[src/rtl/axis_mux_sched_pkg.sv]
// Shared types and helpers for the frame-level weighted round-robin mux scheduler.
package axis_mux_sched_pkg;

   typedef enum logic {
      IDLE  = 1'b0,
      GRANT = 1'b1
   } sched_state_t;

   // A programmed weight of zero still earns one frame per grant.
   function automatic int unsigned eff_weight(input int unsigned w);
      return (w == 32'd0) ? 32'd1 : w;
   endfunction

   function automatic int unsigned wrap_inc(input int unsigned v, input int unsigned n);
      return ((v + 32'd1) >= n) ? 32'd0 : (v + 32'd1);
   endfunction

endpackage

[src/rtl/axis_mux_sched_if.sv]
// Mux-side observation and control bundle between the scheduler and the 4-port AXI-Stream mux.
interface axis_mux_sched_if #(
   parameter int unsigned S_COUNT   = 4,
   parameter int unsigned SEL_WIDTH = $clog2(S_COUNT)
);
   logic [S_COUNT-1:0]   s_axis_tvalid;
   logic                 m_axis_tvalid;
   logic                 m_axis_tready;
   logic                 m_axis_tlast;
   logic                 enable;
   logic [SEL_WIDTH-1:0] sel;
   logic                 busy;

   // Scheduler side: observes the stream, drives the mux controls.
   modport master (
      input  s_axis_tvalid, m_axis_tvalid, m_axis_tready, m_axis_tlast,
      output enable, sel, busy
   );

   // Mux/stream side: provides the observed handshake, consumes the controls.
   modport slave (
      output s_axis_tvalid, m_axis_tvalid, m_axis_tready, m_axis_tlast,
      input  enable, sel, busy
   );
endinterface

[src/rtl/axis_mux_sched_rr.sv]
// Rotating-priority find-first: the first requester strictly after rr_ptr, wrapping.
module axis_mux_sched_rr
   import axis_mux_sched_pkg::*;
#(
   parameter int unsigned S_COUNT   = 4,
   parameter int unsigned SEL_WIDTH = $clog2(S_COUNT)
) (
   input  logic [S_COUNT-1:0]   req,
   input  logic [SEL_WIDTH-1:0] rr_ptr,
   output logic [SEL_WIDTH-1:0] winner_c,
   output logic                 any_req_c
);

   logic [SEL_WIDTH-1:0] idx;
   logic                 found;

   always_comb begin
      winner_c  = '0;
      any_req_c = |req;
      found     = 1'b0;
      idx       = SEL_WIDTH'(wrap_inc(32'(rr_ptr), S_COUNT));
      for (int unsigned i = 0; i < S_COUNT; i++) begin
         if (!found && req[idx]) begin
            winner_c = idx;
            found    = 1'b1;
         end
         idx = SEL_WIDTH'(wrap_inc(32'(idx), S_COUNT));
      end
   end

endmodule

[src/rtl/axis_mux_sched.sv]
// Frame-level weighted round-robin scheduler driving the mux enable/sel; sel only moves while the mux is idle.
module axis_mux_sched
   import axis_mux_sched_pkg::*;
#(
   parameter int unsigned S_COUNT      = 4,
   parameter int unsigned SEL_WIDTH    = $clog2(S_COUNT),
   parameter int unsigned WEIGHT_WIDTH = 4
) (
   input  logic                            clk,
   input  logic                            rst,
   axis_mux_sched_if.master                bus,
   input  logic [S_COUNT-1:0]              port_enable,
   input  logic [S_COUNT*WEIGHT_WIDTH-1:0] port_weight
);

   sched_state_t            state;
   logic                    enable_r;
   logic [SEL_WIDTH-1:0]    sel_r;
   logic                    busy_r;
   logic [WEIGHT_WIDTH-1:0] credit;
   logic [SEL_WIDTH-1:0]    rr_ptr;
   logic                    stick;
   logic                    revoked;

   logic [S_COUNT-1:0]      req;
   logic                    beat;
   logic                    frame_end;
   logic [SEL_WIDTH-1:0]    winner_c;
   logic                    any_req_c;
   logic [WEIGHT_WIDTH-1:0] weight_arr [S_COUNT];

   assign req       = bus.s_axis_tvalid & port_enable;
   assign beat      = bus.m_axis_tvalid & bus.m_axis_tready;
   assign frame_end = beat & bus.m_axis_tlast;

   for (genvar g = 0; g < S_COUNT; g++) begin : g_weight
      assign weight_arr[g] = port_weight[g*WEIGHT_WIDTH +: WEIGHT_WIDTH];
   end

   axis_mux_sched_rr #(
      .S_COUNT   (S_COUNT),
      .SEL_WIDTH (SEL_WIDTH)
   ) u_rr (
      .req       (req),
      .rr_ptr    (rr_ptr),
      .winner_c  (winner_c),
      .any_req_c (any_req_c)
   );

   always_ff @(posedge clk) begin
      if (rst) begin
         state    <= IDLE;
         enable_r <= 1'b0;
         sel_r    <= '0;
         busy_r   <= 1'b0;
         credit   <= '0;
         rr_ptr   <= SEL_WIDTH'(S_COUNT - 1);
         stick    <= 1'b0;
         revoked  <= 1'b0;
      end else begin
         case (state)
            IDLE: begin
               if (any_req_c) begin
                  // A port with credit left keeps the mux as long as it is still requesting.
                  if (!(stick && req[sel_r])) begin
                     sel_r  <= winner_c;
                     credit <= WEIGHT_WIDTH'(eff_weight(32'(weight_arr[winner_c])));
                     rr_ptr <= winner_c;
                  end
                  state    <= GRANT;
                  enable_r <= 1'b1;
                  stick    <= 1'b0;
                  revoked  <= 1'b0;
               end
            end
            GRANT: begin
               if (busy_r && !port_enable[sel_r]) begin
                  revoked <= 1'b1;
               end
               if (frame_end) begin
                  busy_r   <= 1'b0;
                  credit   <= credit - WEIGHT_WIDTH'(1);
                  state    <= IDLE;
                  enable_r <= 1'b0;
                  // Disabling the port mid-frame forfeits whatever credit remains.
                  stick    <= (credit != WEIGHT_WIDTH'(1)) && !revoked && port_enable[sel_r];
               end else if (beat) begin
                  busy_r <= 1'b1;
               end else if (!busy_r && !req[sel_r]) begin
                  state    <= IDLE;
                  enable_r <= 1'b0;
                  credit   <= '0;
                  stick    <= 1'b0;
               end
            end
            default: state <= IDLE;
         endcase
      end
   end

   assign bus.enable = enable_r;
   assign bus.sel    = sel_r;
   assign bus.busy   = busy_r;

endmodule

[src/flat_wrapper.sv]
// flat-port wrapper written by rule: the top's interface ports become plain ports
module axis_mux_sched_flat import axis_mux_sched_pkg::*;
#(
   parameter int unsigned S_COUNT      = 4,
   parameter int unsigned SEL_WIDTH    = $clog2(S_COUNT),
   parameter int unsigned WEIGHT_WIDTH = 4
)
  (clk, rst, port_enable, port_weight, bus_s_axis_tvalid, bus_m_axis_tvalid, bus_m_axis_tready, bus_m_axis_tlast, bus_enable, bus_sel, bus_busy);
  axis_mux_sched_if #(.S_COUNT(S_COUNT), .SEL_WIDTH(SEL_WIDTH)) bus_i ();
  input  logic clk;
  input  logic rst;
  input  logic [S_COUNT-1:0] port_enable;
  input  logic [S_COUNT*WEIGHT_WIDTH-1:0] port_weight;
  input wire logic [$bits(bus_i.s_axis_tvalid)-1:0] bus_s_axis_tvalid;
  input wire logic [$bits(bus_i.m_axis_tvalid)-1:0] bus_m_axis_tvalid;
  input wire logic [$bits(bus_i.m_axis_tready)-1:0] bus_m_axis_tready;
  input wire logic [$bits(bus_i.m_axis_tlast)-1:0] bus_m_axis_tlast;
  output wire logic [$bits(bus_i.enable)-1:0] bus_enable;
  output wire logic [$bits(bus_i.sel)-1:0] bus_sel;
  output wire logic [$bits(bus_i.busy)-1:0] bus_busy;
  assign bus_i.s_axis_tvalid = bus_s_axis_tvalid;
  assign bus_i.m_axis_tvalid = bus_m_axis_tvalid;
  assign bus_i.m_axis_tready = bus_m_axis_tready;
  assign bus_i.m_axis_tlast = bus_m_axis_tlast;
  assign bus_enable = bus_i.enable;
  assign bus_sel = bus_i.sel;
  assign bus_busy = bus_i.busy;
  axis_mux_sched #(.S_COUNT(S_COUNT), .SEL_WIDTH(SEL_WIDTH), .WEIGHT_WIDTH(WEIGHT_WIDTH)) u_core (.clk(clk), .rst(rst), .bus(bus_i), .port_enable(port_enable), .port_weight(port_weight));
endmodule
[config.mk]
export PLATFORM = sky130hd
export DESIGN_NAME = axis_mux_sched_flat
export DESIGN_NICKNAME = d
export VERILOG_FILES = /design/src/rtl/axis_mux_sched_pkg.sv /design/src/rtl/axis_mux_sched_if.sv /design/src/rtl/axis_mux_sched_rr.sv /design/src/rtl/axis_mux_sched.sv /design/src/flat_wrapper.sv
export SDC_FILE = /design/constraint.sdc
export NUM_CORES = 1
export LEC_CHECK = 0
export CAP_MARGIN = 5
export CORE_ASPECT_RATIO = 1.25
export CORE_MARGIN = 1
export CORE_UTILIZATION = 39
export DETAILED_ROUTE_END_ITERATION = 16
export GPL_TIMING_DRIVEN = 0
export PLACE_DENSITY = 0.71
export SLEW_MARGIN = 20
export SYNTH_ARGS = -nofsm -noshare
export SYNTH_HDL_FRONTEND = slang
export SYNTH_HIERARCHICAL = 1
export SYNTH_SLANG_ARGS = --single-unit
[constraint.sdc]
create_clock -name clk -period 3.9 [get_ports clk]
set_input_delay 0.78 -clock clk [delete_from_list [all_inputs] [get_ports clk]]
set_output_delay 0.78 -clock clk [all_outputs]
set_load 0.02 [all_outputs]
# Word level (Yosys, flattened, before mapping)
# Index checks and enable logic that the tools add are counted.
op_classes:
  addsub: 5
  n_lt_le_gt_ge: 10
  eq_ne: 6
  n_mux: 50
  bitwise_logic: 6
  n_reduce_logical: 23
op_table:
  columns: ["cell", "count"]
  rows:
  - ["4-bit two-way mux", 8]
  - ["1-bit two-way mux", 22]
  - ["2-bit two-way mux", 8]
  - ["3-bit >= comparator (second input constant)", 5]
  - ["2-bit by 3-bit < comparator with 1-bit output (second input constant)", 5]
  - ["2-bit by 1-bit adder with 3-bit output (second input constant)", 4]
  - ["1-bit binary-select mux with 2-bit select", 6]
  - ["4-bit binary-select mux with 2-bit select", 1]
  - ["1-bit logical AND", 8]
  - ["1-bit case mux with 2 select lines", 4]
  - ["4-bit case mux with 2 select lines", 1]
  - ["1-bit logical NOT", 7]
  - ["3-bit != test (second input constant)", 2]
  - ["3-bit AND reduction", 2]
  - ["4-bit bitwise AND", 1]
  - ["4-bit logical NOT", 1]
  - ["2-bit != test (second input constant)", 2]
  - ["4-bit by 1-bit != test with 1-bit output (second input constant)", 1]
  - ["2-bit AND reduction", 2]
  - ["4-bit AND reduction", 1]
  - ["4-bit OR reduction", 1]
  - ["4-bit by 1-bit subtractor with 4-bit output (second input constant)", 1]
  - ["2-bit inverter with 3-bit output", 1]
  - ["1-bit bitwise AND", 2]
  - ["3 further kinds", 4]
totals:
  register_bits: 13
  input_bits: 29
  out_inout_bits: 4
  wordCells: 108

# Depth between registers and ports, before layout
# Gate-level depths: netlist (run 1).
depth:
  word_depth: 25
  mapped_depth: 11
  depth_no_buf: 10

# By module
# The synthesis (run 1) kept the hierarchy.
by_module_without_submodules:
  columns: ["mod", "instances", "cells_each", "area_each_um2", "seq_area_each_um2"]
  rows:
  - ["axis_mux_sched", 1, 94, 852.1, 260.2]
  - ["axis_mux_sched_rr", 1, 14, 92.6, 0.0]

# Least setup slack after synthesis (run 1)
# OpenSTA, ideal clock, no wires.
synth_timing:
  kind: "in2reg"
  startpoint: "in port_enable[2]"
  endpoint: "reg u_core.credit[0]"
  setup_time_ns: 0.086
  arrival_time_ns: 2.438
  required_ns: 3.814
  path_slack_ns: 1.375
  cell_stages: 10
  cell_sequence: "nand2_1 -> inv_1 -> o21ai_0 -> o21ai_0 -> a211oi_1 -> buf_2 -> mux4_2 -> nor3_1 -> o21ai_0 -> a221oi_2"
synth_between:
  elab_chain_cells: 22
  word_cells_on_any_way: 41
  cone_classes: "3 x eq/ne; 24 x mux; 2 x bitwise; 12 x reduce/logical"
synth_lines:
  columns: ["item", "line", "rtl"]
  rows:
  - ["from (decl)", "flat_wrapper.sv:12", "input logic [S_COUNT-1:0] port_enable;"]
  - ["4-bit bitwise AND (*)", "axis_mux_sched.sv:32", "assign req = bus.s_axis_tvalid & port_enable;"]
  - ["named net u_core.req[2]", "axis_mux_sched.sv:25", "logic [S_COUNT-1:0] req;"]
  - ["1-bit binary-select mux with 2-bit select", "axis_mux_sched_rr.sv:23", "if (!found && req[idx]) begin"]
  - ["1-bit two-way mux (not written as such)", "axis_mux_sched_rr.sv:23", null]
  - ["1-bit two-way mux", "axis_mux_sched_rr.sv:23", null]
  - ["1-bit logical NOT", "axis_mux_sched_rr.sv:23", null]
  - ["1-bit logical AND", "axis_mux_sched_rr.sv:23", null]
  - ["1-bit two-way mux", "axis_mux_sched_rr.sv:23", null]
  - ["(+6 left out)", null, null]
  - ["named net u_core.winner_c[0]", "axis_mux_sched.sv:28", "logic [SEL_WIDTH-1:0] winner_c;"]
  - ["2-bit inverter with 3-bit output (not written as such) (*)", "axis_mux_sched.sv:67", "credit <= WEIGHT_WIDTH'(eff_weight(32'(weight_arr[winner_c])));"]
  - ["4-bit binary-select mux with 2-bit select (*)", "axis_mux_sched.sv:67", null]
  - ["4-bit two-way mux (not written as such) (*) (2 in series)", "axis_mux_sched.sv:67", null]
  - ["4-bit logical NOT", "axis_mux_sched_pkg.sv:11", "return (w == 32'd0) ? 32'd1 : w;"]
  - ["4-bit two-way mux (*)", "axis_mux_sched_pkg.sv:11", null]
  - ["4-bit two-way mux (*)", "axis_mux_sched.sv:65", "if (!(stick && req[sel_r])) begin"]
  - ["4-bit two-way mux (*)", "axis_mux_sched.sv:63", "if (any_req_c) begin"]
  - ["4-bit case mux with 2 select lines (*)", "axis_mux_sched.sv:61", "case (state)"]
  - ["to (signal assigned)", "axis_mux_sched.sv:67", null]
  - ["to (signal assigned)", "axis_mux_sched.sv:82", "credit <= credit - WEIGHT_WIDTH'(1);"]
  - ["to (decl)", "axis_mux_sched.sv:20", "logic [WEIGHT_WIDTH-1:0] credit;"]
# The timed path passes the listed nets; every way through them passes the cells marked *. The select of a mux whose other input is x is not followed.
# A chain may end at the register's enable or synchronous reset.

# Worst setup path after layout (run 1)
layout_timing:
  startpoint: "in port_enable[3]"
  endpoint: "reg u_core.credit[0]"
# Same word-level chain as after synthesis.

==> results of run 1 <==
==> final cells by class <==
type / count / area, um2
timing repair buffer: 32 / 320
clock buffer: 4 / 26.3
sequential: 13 / 260
fill: 222 / 905
inverter: 12 / 45.0
tap: 31 / 38.8
multi-input combinational: 81 / 631
buffer: 2 / 8.76
==> routing by layer <==
metal	wire, um	track usage, %	vias to the layer above
met5	0	0	-
met2	1180	33.4	31
met3	95	0.949	2
li1	-	-	473
met1	885	23.6	418
met4	21	6.30	0
==> registers in the layout, indices dropped and copies added, names as in the netlist <==
register	flops
u_core/revoked	1
u_core/state	1
u_core/rr_ptr	2
u_core/credit	4
u_core/bus.sel	2
u_core/stick	1
u_core/bus.enable	1
u_core/bus.busy	1
==> critical path, stage by stage <==
cell and delay (ps):
clkdlybuf4s50_1 470, nand2_1 70, inv_1 120, o31ai_1 90, a211oi_1 730, mux4_2 440
nor3_1 190, o21ai_0 110, a221oi_2 210
==> synthesized netlist by cell type (3+ instances only) <==
| master | count | area (um2) |
|---|---|---|
| nand2_1 | 8 | 30.0 |
| a21oi_1 | 9 | 45.0 |
| a211oi_1 | 5 | 37.5 |
| ha_1 | 3 | 37.5 |
| nor2_1 | 12 | 45.0 |
| dfxtp_1 | 13 | 260 |
| o21ai_0 | 6 | 30.0 |
| inv_1 | 12 | 45.0 |
| a31oi_1 | 3 | 18.8 |
| nor3_1 | 6 | 30.0 |
| mux4_2 | 5 | 113 |
==> stage by stage <==
stage / hold WS (ps) / setup slack (ps)
global placement: 463 / 638
detailed placement: 474 / 573
global route: 524 / 727
floorplan: 436 / 1380
CTS: 494 / 853
finish: 488 / 871
==> where the power goes <==
part	leakage, nW	switching [mW]	internal (mW)
clock	0.0150	0.0394	0.0395
combinational	0.386	0.0814	0.0964
sequential	0.107	0.0161	0.148
total	0.508	0.137	0.284
==> kinds of logic after synthesis <==
logic type | synth area share, %
adder cells (fa/ha/maj) | 3.97
AO/OA/AOI/OAI | 23.2
flip-flops | 27.5
AND/OR/NAND/NOR | 21.9
buffers and inverters | 5.69
multiplexers | 16.8
XOR/XNOR | 0.927
==> worst max path at each step <==
| stage | slack (ps) | to | start |
|---|---|---|---|
| 2_1_floorplan | 1380 | u_core/credit[0] | port_enable[2] |
| 6_report | 870 | u_core/credit[0] | port_enable[3] |
| 3_5_place_dp | 570 | u_core/credit[0] | port_enable[3] |
| 3_3_place_gp | 640 | u_core/credit[0] | port_enable[3] |
| 5_1_grt | 730 | u_core/credit[0] | port_enable[3] |
| 4_1_cts | 850 | u_core/credit[0] | port_enable[3] |
==> summary.md, run 1 <==
Summing over every cut layer, the via total after detailed routing is 924. Setup violations remaining at the end of the flow were counted as 0. The maximum buffer depth of the clock tree came out at 2.

During I/O placement, the number of pins put on the boundary was 33. For the count of final hold-check violations, the log shows 0. Number of buffers added on ports: 32. Once placement finished, the instance area stood at 1300 um2. The synthesized area per cell came out at 8.75 um2.

Headroom to the max-slew limit: 43.3%. The number of nets in the synthesized netlist is 140. The tools report the initial antenna violation count as 0. For this run, design rule violations remaining after detail routing come to 0. The count of inserted antenna diode cells came out at 0. The final total negative setup slack is 0 ps, and the pin count of the biggest net entering global routing is 11. The tools report the final max-slew violation count as 0. After detailed placement, the design holds a cell count of 171. CTS root buffer: clkbuf_4.

The core region is 2230 um2. Counting the buffers created by CTS gives 3. The share of layout cells above drive strength 1 works out to 10.4%. The tools report the arrival time of the worst setup path as 3210 ps. Counting flops with a built-in enable in the synthesized netlist gives 0. The tools report the clock skew after layout as 1.66 ps. Final wirelength: 2180 um.

The logs give 4 for the number of iterations in the first detailed-routing pass and 13 for the total number of clock tree sinks. For this run, the top clock speed supported by timing is 330 MHz. The detail route stage leaves a number of antenna-violating nets equal to 0. Category of the worst setup path capture point: a flop.

The worst setup path is launched from an input pin. The async set-or-reset flop fraction in the synthesized netlist was 0%; the number of cells upsized or downsized after cts was 0. The most used flip-flop cell after synthesis is dfxtp_1.

For flop-to-flop paths, the worst setup slack is 1230 ps. Final weighted congestion of routability-driven global placement: 0.776. The tools report the register area share after synthesis as 27.5%. Once the clock tree was built, the setup fixing pass inserted 0 buffers. The first global-routing pass estimated 3750 um of wire.

For the worst setup path, the data required time is 4080 ps. The startpoint identified for the worst register-to-register timing path is u_core/rr_ptr[0]. The number of H-tree levels came out at 1. Compared with the post-synthesis result, the final layout area differs by 40.8%. The path type of the worst min-delay path was reg2reg. For the finished layout, the period the worst path requires is 3030 ps. Setup repair after global routing left no endpoint under its margin.

Via count of the first global-routing pass: 917. Summing every instance area after synthesis gives 945 um2. For the post-synthesis instance total, the log shows 108. Once detailed placement completed, the half-perimeter wirelength came to 1820 um. The worst register-to-register path ends at u_core/credit[0]. The ratio of final minimum period to clock period is 77.7%, and the pin slew with the least headroom to its limit is 846 ps. Critical path class: in2reg.

For the maximum vdd drop, the log shows 0.000159 V. In the final design database the tool counted 177 nets. Once layout is done, the placed cells without fillers occupy 1330 um2.

The first routing iteration left 20 violations. Power spread over the standard cell area amounts to 316 nW/um2. The total power after layout was 0.421 mW; the worst hold path stage count was 2. The flow ran to the end, and the final reports show no timing, DRC or antenna violations. The floorplan has 19 rows. The tools report the sum of overflow across all layers after global routing as 0.

The start point of the worst min-delay path was u_core/rr_ptr[1]. In this run, synthesis produced a sequential element count of 13. The tools report the number of different library cells in the post-synthesis netlist as 34.

The number of cells on the worst reg-to-reg path is 8. Cells fill 59.5% of the core in the end. In this run the vertical extent of the chip is 57.0 um. After the flow finishes, the layout carries non-filler instances totaling 175. The most common cell after layout, fill and taps aside is clkdlybuf4s50_1. During synthesis, Yosys emitted a total of 6 warnings. Clock-pin slew was measured on the worst setup and hold paths at 70 ps. Count of max-cap constraint violations: 0. The worst hold path terminates at u_core/rr_ptr[1]. The maximum fanout count along the critical path is 6, and the die width is 46.0 um. Total routing resource utilization after global routing: 18.9%. The analysis attributes to cell leakage a power of 0.508 nW. In the layout the commonest cells are 32 x clkdlybuf4s50_1, 13 x dfxtp_1, 12 x inv_1, 12 x nor2_1, 9 x a21oi_1. The clock latency on the worst-skew pair was 260 ps; the detailed-route wire length per cell was 12.5 um.

The starting density of the core came out at 42.3%. The floorplan step defined a die boundary enclosing 2620 um2. The hold buffer count at CTS is 0. In the routed layout, each cell is associated on average with a via count of 5.28. TritonCTS built the clock tree.
No activity file was read; power rests on OpenSTA's default activity.
==> inputs of run 2 (changes only) <==
--- a/config.mk
+++ b/config.mk
@@ -11,7 +11,7 @@
 export CORE_UTILIZATION = 39
 export DETAILED_ROUTE_END_ITERATION = 16
 export GPL_TIMING_DRIVEN = 0
-export PLACE_DENSITY = 0.71
+export PLACE_DENSITY = 0.73
 export SLEW_MARGIN = 20
 export SYNTH_ARGS = -nofsm -noshare
 export SYNTH_HDL_FRONTEND = slang
==> constraint.sdc (replaced) <==
create_clock -name clk -period 2.6 [get_ports clk]
set_input_delay 0.52 -clock clk [delete_from_list [all_inputs] [get_ports clk]]
set_output_delay 0.52 -clock clk [all_outputs]
set_load 0.02 [all_outputs]
==> run 2 against run 1 <==
Power is 56% higher. Non-clock buffer count is 2 higher. Flip-flop and latch count stayed put. Hold slack better by 10 ps. Clock power is 60% higher. Cell count is 1.1% higher. Design area is 2.8% higher. Register-to-register slack worse by 1100 ps. Largest cell class unchanged.
==> summary.md, run 2 (synthesized netlist as in run 1, its figures left out) <==
The flow ran to the end, and the final reports show no timing, DRC or antenna violations. First-iteration detailed-routing DRC count: 21 (+5.0%). The routing usage on met2 came out at 31.8% (-1.6 points).

The die width came out at 46.0 um (unchanged). The hold buffer count at CTS is 0 (unchanged). The setup slack of the worst register-to-register path was 180 ps (-1050 ps); the headroom to the max-slew limit was 66.3% (+23 points). The run gives 121 ps (-750 ps) as the final worst-path setup slack.

The share of layout cells above drive strength 1 is 14.4% (+4.0 points). Relative to the synthesized area, the layout overhead comes to 44.8%. The run gives 951 (+2.9%) as the routed via count. The library cells used most frequently in the layout, excluding fill and tap cells, are 32 x clkdlybuf4s50_1, 13 x dfxtp_1, 12 x inv_1, 12 x nor2_1, 9 x a21oi_1. Sum of overflow across all layers after global routing: 0 (unchanged). The pin count of the biggest net entering global routing is 11 (unchanged), and the post-CTS clock slew at the launch and capture registers of the worst setup and hold paths is 80 ps (about the same). Setup repair after global routing left no endpoint under its margin. The run gives 3810 um (+1.7%) as the global-route wire length before repair.

The worst hold path terminates at u_core/rr_ptr[1]. For the final total negative setup slack, the log shows 0 ps (unchanged). The delay contributed by the slowest stage of the critical path is 490 ps (-240 ps), and the count of inserted antenna diode cells is 0 (unchanged). The number of core rows was 19 (unchanged); the starting density of the core was 42.3% (unchanged). Timing would allow up to 403 MHz.

The logs give 2250 um (+3.3%) for the final wirelength and 0 (unchanged) for the count of max-cap constraint violations. The run gives 4 (unchanged) as the number of iterations in the first detailed-routing pass. The signal on the critical path passes through clkdlybuf4s50_1, nand2_1, inv_1, o31ai_1, a211oi_2, mux4_2, nor3_2, o21ai_1, a221oi_2. In this run the clock root is driven by a clkbuf_4.

Category of the worst setup path capture point: a flop. The multi-input combinational cell area was 651 um2 (+3.2%); the ratio of final minimum period to clock period was 95.3%. The via count of the first global-routing pass was 969 (+5.7%). Maximum fanout count along the critical path: 6 (unchanged). The logs give 0 (unchanged) for the final max-slew violation count and 13 (unchanged) for the total number of clock tree sinks. The run gives 2230 um2 (unchanged) as the floorplan core area. The library cell used most frequently in the layout, excluding fill and tap cells, is clkdlybuf4s50_1. The run gives 3 (unchanged) as the number of clock buffers inserted by TritonCTS. The post-placement setup slack was -465 ps (-1040 ps). The tools report the worst slack on hold paths as 499 ps (+10.5 ps).

The time the final worst path needs with I/O delays and setup works out to 2480 ps. The clock latency on the worst-skew pair is 270 ps (about the same), and the final standard cell utilization of the core is 61.2% (+1.7 points). The full die area was 2620 um2 (unchanged). The count of final hold-check violations was 0 (unchanged). The detailed-route wire length per cell works out to 12.7 um (+2.1%).

The tools report the met3 routing resource usage after global routing as 1.90% (+0.95 points). The logs give 0.841 (+8.4%) for the final weighted congestion of routability-driven global placement and 22.9% (-0.70 points) for the fraction of met1 tracks used by global routing. The power density over the cells is 479 nW/um2 (+52%), and the worst hold path stage count is 2 (unchanged). The start point of the worst min-delay path is u_core/rr_ptr[1]. The fill cell total of the finished layout is 214 (-3.6%), and the initial antenna violation count is 0 (unchanged).

For the number of H-tree levels, the log shows 1 (unchanged). The path type of the worst min-delay path is reg2reg. The via density per instance works out to 5.37 (+1.8%). The cell with the biggest individual delay on the critical path was a211oi_2. The worst setup path is of the in2reg kind.

The run gives 33 (unchanged) as the boundary pin count. The clock skew after layout was 1.39 ps (-0.272 ps). TritonCTS built the clock tree. The remaining routing DRC violations is 0 (unchanged), and the count of buffering cells on the critical path with inverters included is 2 (unchanged).

The endpoint identified for the worst register-to-register timing path is u_core/credit[0]. The pin slew with the least headroom to its limit was 504 ps (-341 ps); the estimated wirelength of the detail-placed design was 1790 um (-1.5%). The tools report the reported leakage power as 0.523 nW (+3.0%). STA classifies the critical path startpoint as an input pin. The flip-flop count of the largest register after layout works out to 4 (unchanged). The number of buffers added on ports is 32 (unchanged).

The run gives 2 (unchanged) as the maximum buffer depth of the clock tree. The run gives 0 (unchanged) as the count of antenna-violating nets left after detailed routing. After global routing, the most crowded layer is met2. For the arrival time of the worst setup path, the log shows 2670 ps (-540 ps). Worst reg2reg path depth: 9 (+1). Among cell families on the critical path, the largest total delay comes from compound AO/OA/AOI/OAI gates.

Total routing resource utilization after global routing: 19.1% (+0.15 points). The setup violation total in the final timing report is 0 (unchanged), and the height of the die is 57.0 um (unchanged). The number of nets in the final layout was 179 (+1.1%). More flip-flops sit in one register than any other, and that register is u_core/credit.

The maximum vdd drop is 0.000266 V (+68%), and the area occupied by registers is 260 um2 (unchanged). The tools report the data required time of the critical path as 2790 ps (-1290 ps). The startpoint of the lowest-slack register-to-register path was u_core/rr_ptr[0].
## run 2: cell types whose count changed in the layout (fill, tap and decap cells not counted)
cell	change
buf_2	-1
nor3_1	-2
nor3_2	+2
o21ai_1	+2
a211oi_2	+2
buf_4	+3
o21ai_0	-2
a211oi_1	-2
## run 2: what timing repair did
item | 4_1_cts | 5_1_grt
pin swaps | 0 | 1
setup endpoints to repair | 4 | 3
gates resized for setup | 2 | 5
setup buffers | 0 | 2
## run 2: power by group
part | switching, mW | internal [mW] | total, mW | leakage [nW]
combinational | 0.129 | 0.155 | 0.284 | 0.401
sequential | 0.0240 | 0.222 | 0.246 | 0.107
clock | 0.0664 | 0.0594 | 0.126 | 0.0150
## run 2: area by class of cell
class                      instances  area share [%]
sequential                        13            19.0
inverter                          12            3.29
multi-input combinational         81            47.6
tap                               31            2.84
timing repair buffer              34            24.5
clock buffer                       4            1.92
buffer                             2           0.823
## run 2: worst max-delay path by stage
stage	from	to	slack, ps	cells past startpoint
3_3_place_gp	port_enable[3]	u_core/credit[0]	-400	9
2_1_floorplan	u_core/rr_ptr[0]	u_core/credit[0]	290	8
4_1_cts	port_enable[3]	u_core/credit[0]	10	10
3_5_place_dp	port_enable[3]	u_core/credit[0]	-460	9
6_report	port_enable[3]	u_core/credit[0]	120	9
5_1_grt	port_enable[2]	u_core/credit[0]	5	11
## run 2: through the flow
| stage | area (um2) | power (mW) | cells |
|---|---|---|---|
| final | 1370 | 0.656 | 177 |
| after global routing | 1370 | 0.698 | 177 |
| after CTS | 1340 | 0.642 | 175 |
| after detailed placement | 1300 | 0.515 | 171 |
| after global placement | 1300 | 0.508 | 171 |
| after floorplan | 945 | 0.424 | 108 |
## run 2: routing by layer
layer  routed length, um  share of wire [%]
met1                 947                 42
met2                1210                 54
met3                  54                2.4
met4                  44                2.0
met5                   0                  0
## run 2: worst register-to-register path, delay by kind of cell, from the launching register on
family | cells | cell delay [ps]
flip-flops | 1 | 360
buffers and inverters | 1 | 180
AO/OA/AOI/OAI | 4 | 550
adder cells (fa/ha/maj) | 1 | 390
multiplexers | 1 | 530
AND/OR/NAND/NOR | 2 | 320
==> inputs of run 3 (changes only) <==
--- a/config.mk
+++ b/config.mk
@@ -8,10 +8,10 @@
 export CAP_MARGIN = 5
 export CORE_ASPECT_RATIO = 1.25
 export CORE_MARGIN = 1
-export CORE_UTILIZATION = 39
+export CORE_UTILIZATION = 38
 export DETAILED_ROUTE_END_ITERATION = 16
 export GPL_TIMING_DRIVEN = 0
-export PLACE_DENSITY = 0.73
+export PLACE_DENSITY = 0.72
 export SLEW_MARGIN = 20
 export SYNTH_ARGS = -nofsm -noshare
 export SYNTH_HDL_FRONTEND = slang
==> run 3 against run 2 <==
Critical path depth up 1. Core utilization up 1.3 points. Sequential power about the same. Critical path type unchanged. Critical endpoint unchanged. Highest routed layer unchanged.
==> summary.md, run 3 (synthesized netlist as in run 1, its figures left out) <==
The hold buffer count at CTS was 0 (unchanged); the number of core rows was 19 (unchanged). The path type of the worst min-delay path was reg2reg. CTS placed an instance of clkbuf_4 at the clock tree root. The timing-limited maximum frequency was 400 MHz (-0.93%). The run gives 679 um2 (+4.4%) as the multi-input combinational cell area. The number of nets in the final layout is 181 (+1.1%).

The run finished with clean final reports. The via count of the first global-routing pass is 931 (-3.9%), and the share of layout cells above drive strength 1 is 22.3% (+7.9 points). The critical path class was in2reg. TritonCTS built the clock tree. The total number of clock tree sinks is 13 (unchanged). In the layout the commonest cells are 27 x clkdlybuf4s50_1, 13 x dfxtp_1, 12 x nor2_1, 9 x a21oi_1, 7 x inv_1. The placed instance area came out at 1300 um2 (unchanged). The maximum vdd drop was 0.000253 V (-5.0%). STA classifies the critical path startpoint as an input pin. The starting density of the core was 41.4% (-0.88 points); the pin slew with the least headroom to its limit was 502 ps (-2.57 ps).

The count of inserted antenna diode cells was 0 (unchanged). For the data required time of the critical path, the log shows 2790 ps (about the same). The first-iteration detailed-routing DRC count is 19 (-9.5%), and the global-route wire length before repair is 4020 um (+5.4%). The power density over the cells works out to 473 nW/um2 (-1.4%). The estimated wirelength of the detail-placed design is 1910 um (+6.7%), and the area occupied by registers is 260 um2 (unchanged).

Number of clock buffers inserted by TritonCTS: 3 (unchanged). The total routing resource utilization after global routing is 19.9% (+0.83 points). The time the final worst path needs with I/O delays and setup was 2500 ps (+23.3 ps). The routed via count is 956 (+0.53%), and the setup violation total in the final timing report is 0 (unchanged). Maximum buffer depth of the clock tree: 2 (unchanged). The flip-flop count of the largest register after layout is 4 (unchanged), and the number of iterations in the first detailed-routing pass is 4 (unchanged).

The detailed-route wire length per cell works out to 14.0 um (+9.8%). The count of max-cap constraint violations is 0 (unchanged). The tools report the clock skew after layout as 6.95 ps (+5.57 ps).

Arrival time of the worst setup path: 2690 ps (+20 ps). For the boundary pin count, the log shows 33 (unchanged). The final max-slew violation count is 0 (unchanged), and the number of H-tree levels is 1 (unchanged). The largest register by flop count was u_core/credit. Fill cell total of the finished layout: 212 (-0.93%). The ratio of final minimum period to clock period came out at 96.2% (+0.90 points).

Most common cell after layout, fill and taps aside: clkdlybuf4s50_1. The post-CTS clock slew at the launch and capture registers of the worst setup and hold paths is 90 ps (about the same). Die width: 46.6 um (+1.2%).

The height of the die is 57.7 um (+1.3%). The floorplan core area is 2280 um2 (+2.1%). The worst setup path is captured at a flop. The count of final hold-check violations is 0 (unchanged). The count of antenna-violating nets left after detailed routing was 0 (unchanged); the reported leakage power was 0.576 nW (+10%). The logs give 2500 um (+11%) for the final wirelength and 2690 um2 (+2.5%) for the full die area.

For the clock latency on the worst-skew pair, the log shows 270 ps (about the same). The tools report the initial antenna violation count as 0 (unchanged). The tools report the pin count of the biggest net entering global routing as 11 (unchanged). The tools report the sum of overflow across all layers after global routing as 0 (unchanged). The summed area of non-filler cells in the final layout was 1430 um2 (+4.3%); the worst reg2reg path depth was 9 (unchanged).

The via density per instance was 5.34 (-0.60%). The number of buffers added on ports is 32 (unchanged), and the worst hold path stage count is 2 (unchanged). The logs give 506 ps (+7.22 ps) for the worst slack on hold paths and 0 (unchanged) for the remaining routing DRC violations. The headroom to the max-slew limit was 66.5% (+0.23 points). The final weighted congestion of routability-driven global placement was 0.836 (-0.63%). The maximum fanout count along the critical path is 6 (unchanged), and the area overhead of the layout relative to synthesis is 51.0%.
run 3: per-stage QoR:
stage | worst slack (ps) | power [mW] | utilization (%) | setup TNS, ps | instances
floorplan | 289 | 0.424 | - | 0 | 108
global placement | -408 | 0.507 | 57.1 | -1330 | 171
CTS | 4.95 | 0.646 | 58.6 | 0 | 175
global route | -9.68 | 0.721 | 62.5 | -9.68 | 179
detailed placement | -470 | 0.517 | 57.1 | -1630 | 171
finish | 97.6 | 0.674 | 62.5 | 0 | 179
run 3: timing repair:
| item | CTS | global route |
|---|---|---|
| pin swaps | 0 | 7 |
| buffers inserted | 0 | 4 |
| gates resized for setup | 2 | 22 |
| setup endpoints to repair | 4 | 4 |
run 3: critical path, stage by stage:
cell and delay (ps):
clkdlybuf4s50_1 470, nand2_2 70, inv_4 80, a21oi_1 70, a211oi_1 210, buf_4 200
mux4_2 550, nor3_4 200, o21ai_2 80, a221oi_2 230
run 3: area by class of cell:
| cell class | count | area share, % |
|---|---|---|
| inverter | 12 | 3.33 |
| sequential | 13 | 18.2 |
| buffer | 2 | 0.789 |
| clock buffer | 4 | 1.84 |
| multi-input combinational | 81 | 47.6 |
| tap | 31 | 2.72 |
| timing repair buffer | 36 | 25.4 |
run 3: routing by layer:
layer  GRT usage [%]  vias up  wire length (um)
li1                -      479                 -
met1            24.1      454              1030
met2            34.5       19              1390
met3            1.56        4                52
met4            8.40        0                38
met5               0        -                 0
run 3: where the power goes:
group	leakage, nW	switching [mW]	internal [mW]
sequential	0.107	0.0270	0.222
combinational	0.454	0.137	0.164
clock	0.0150	0.0651	0.0593
total	0.576	0.229	0.445
run 3: path summary, 6_finish.rpt:
path | slack (ps) | end | start
worst max-delay path | 100 | u_core/credit[0] | bus_s_axis_tvalid[3]
worst min-delay path | 510 | u_core/credit[3] | u_core/credit[3]
worst max register to register | 160 | u_core/credit[0] | u_core/rr_ptr[0]
worst min register to register | 510 | u_core/credit[3] | u_core/credit[3]
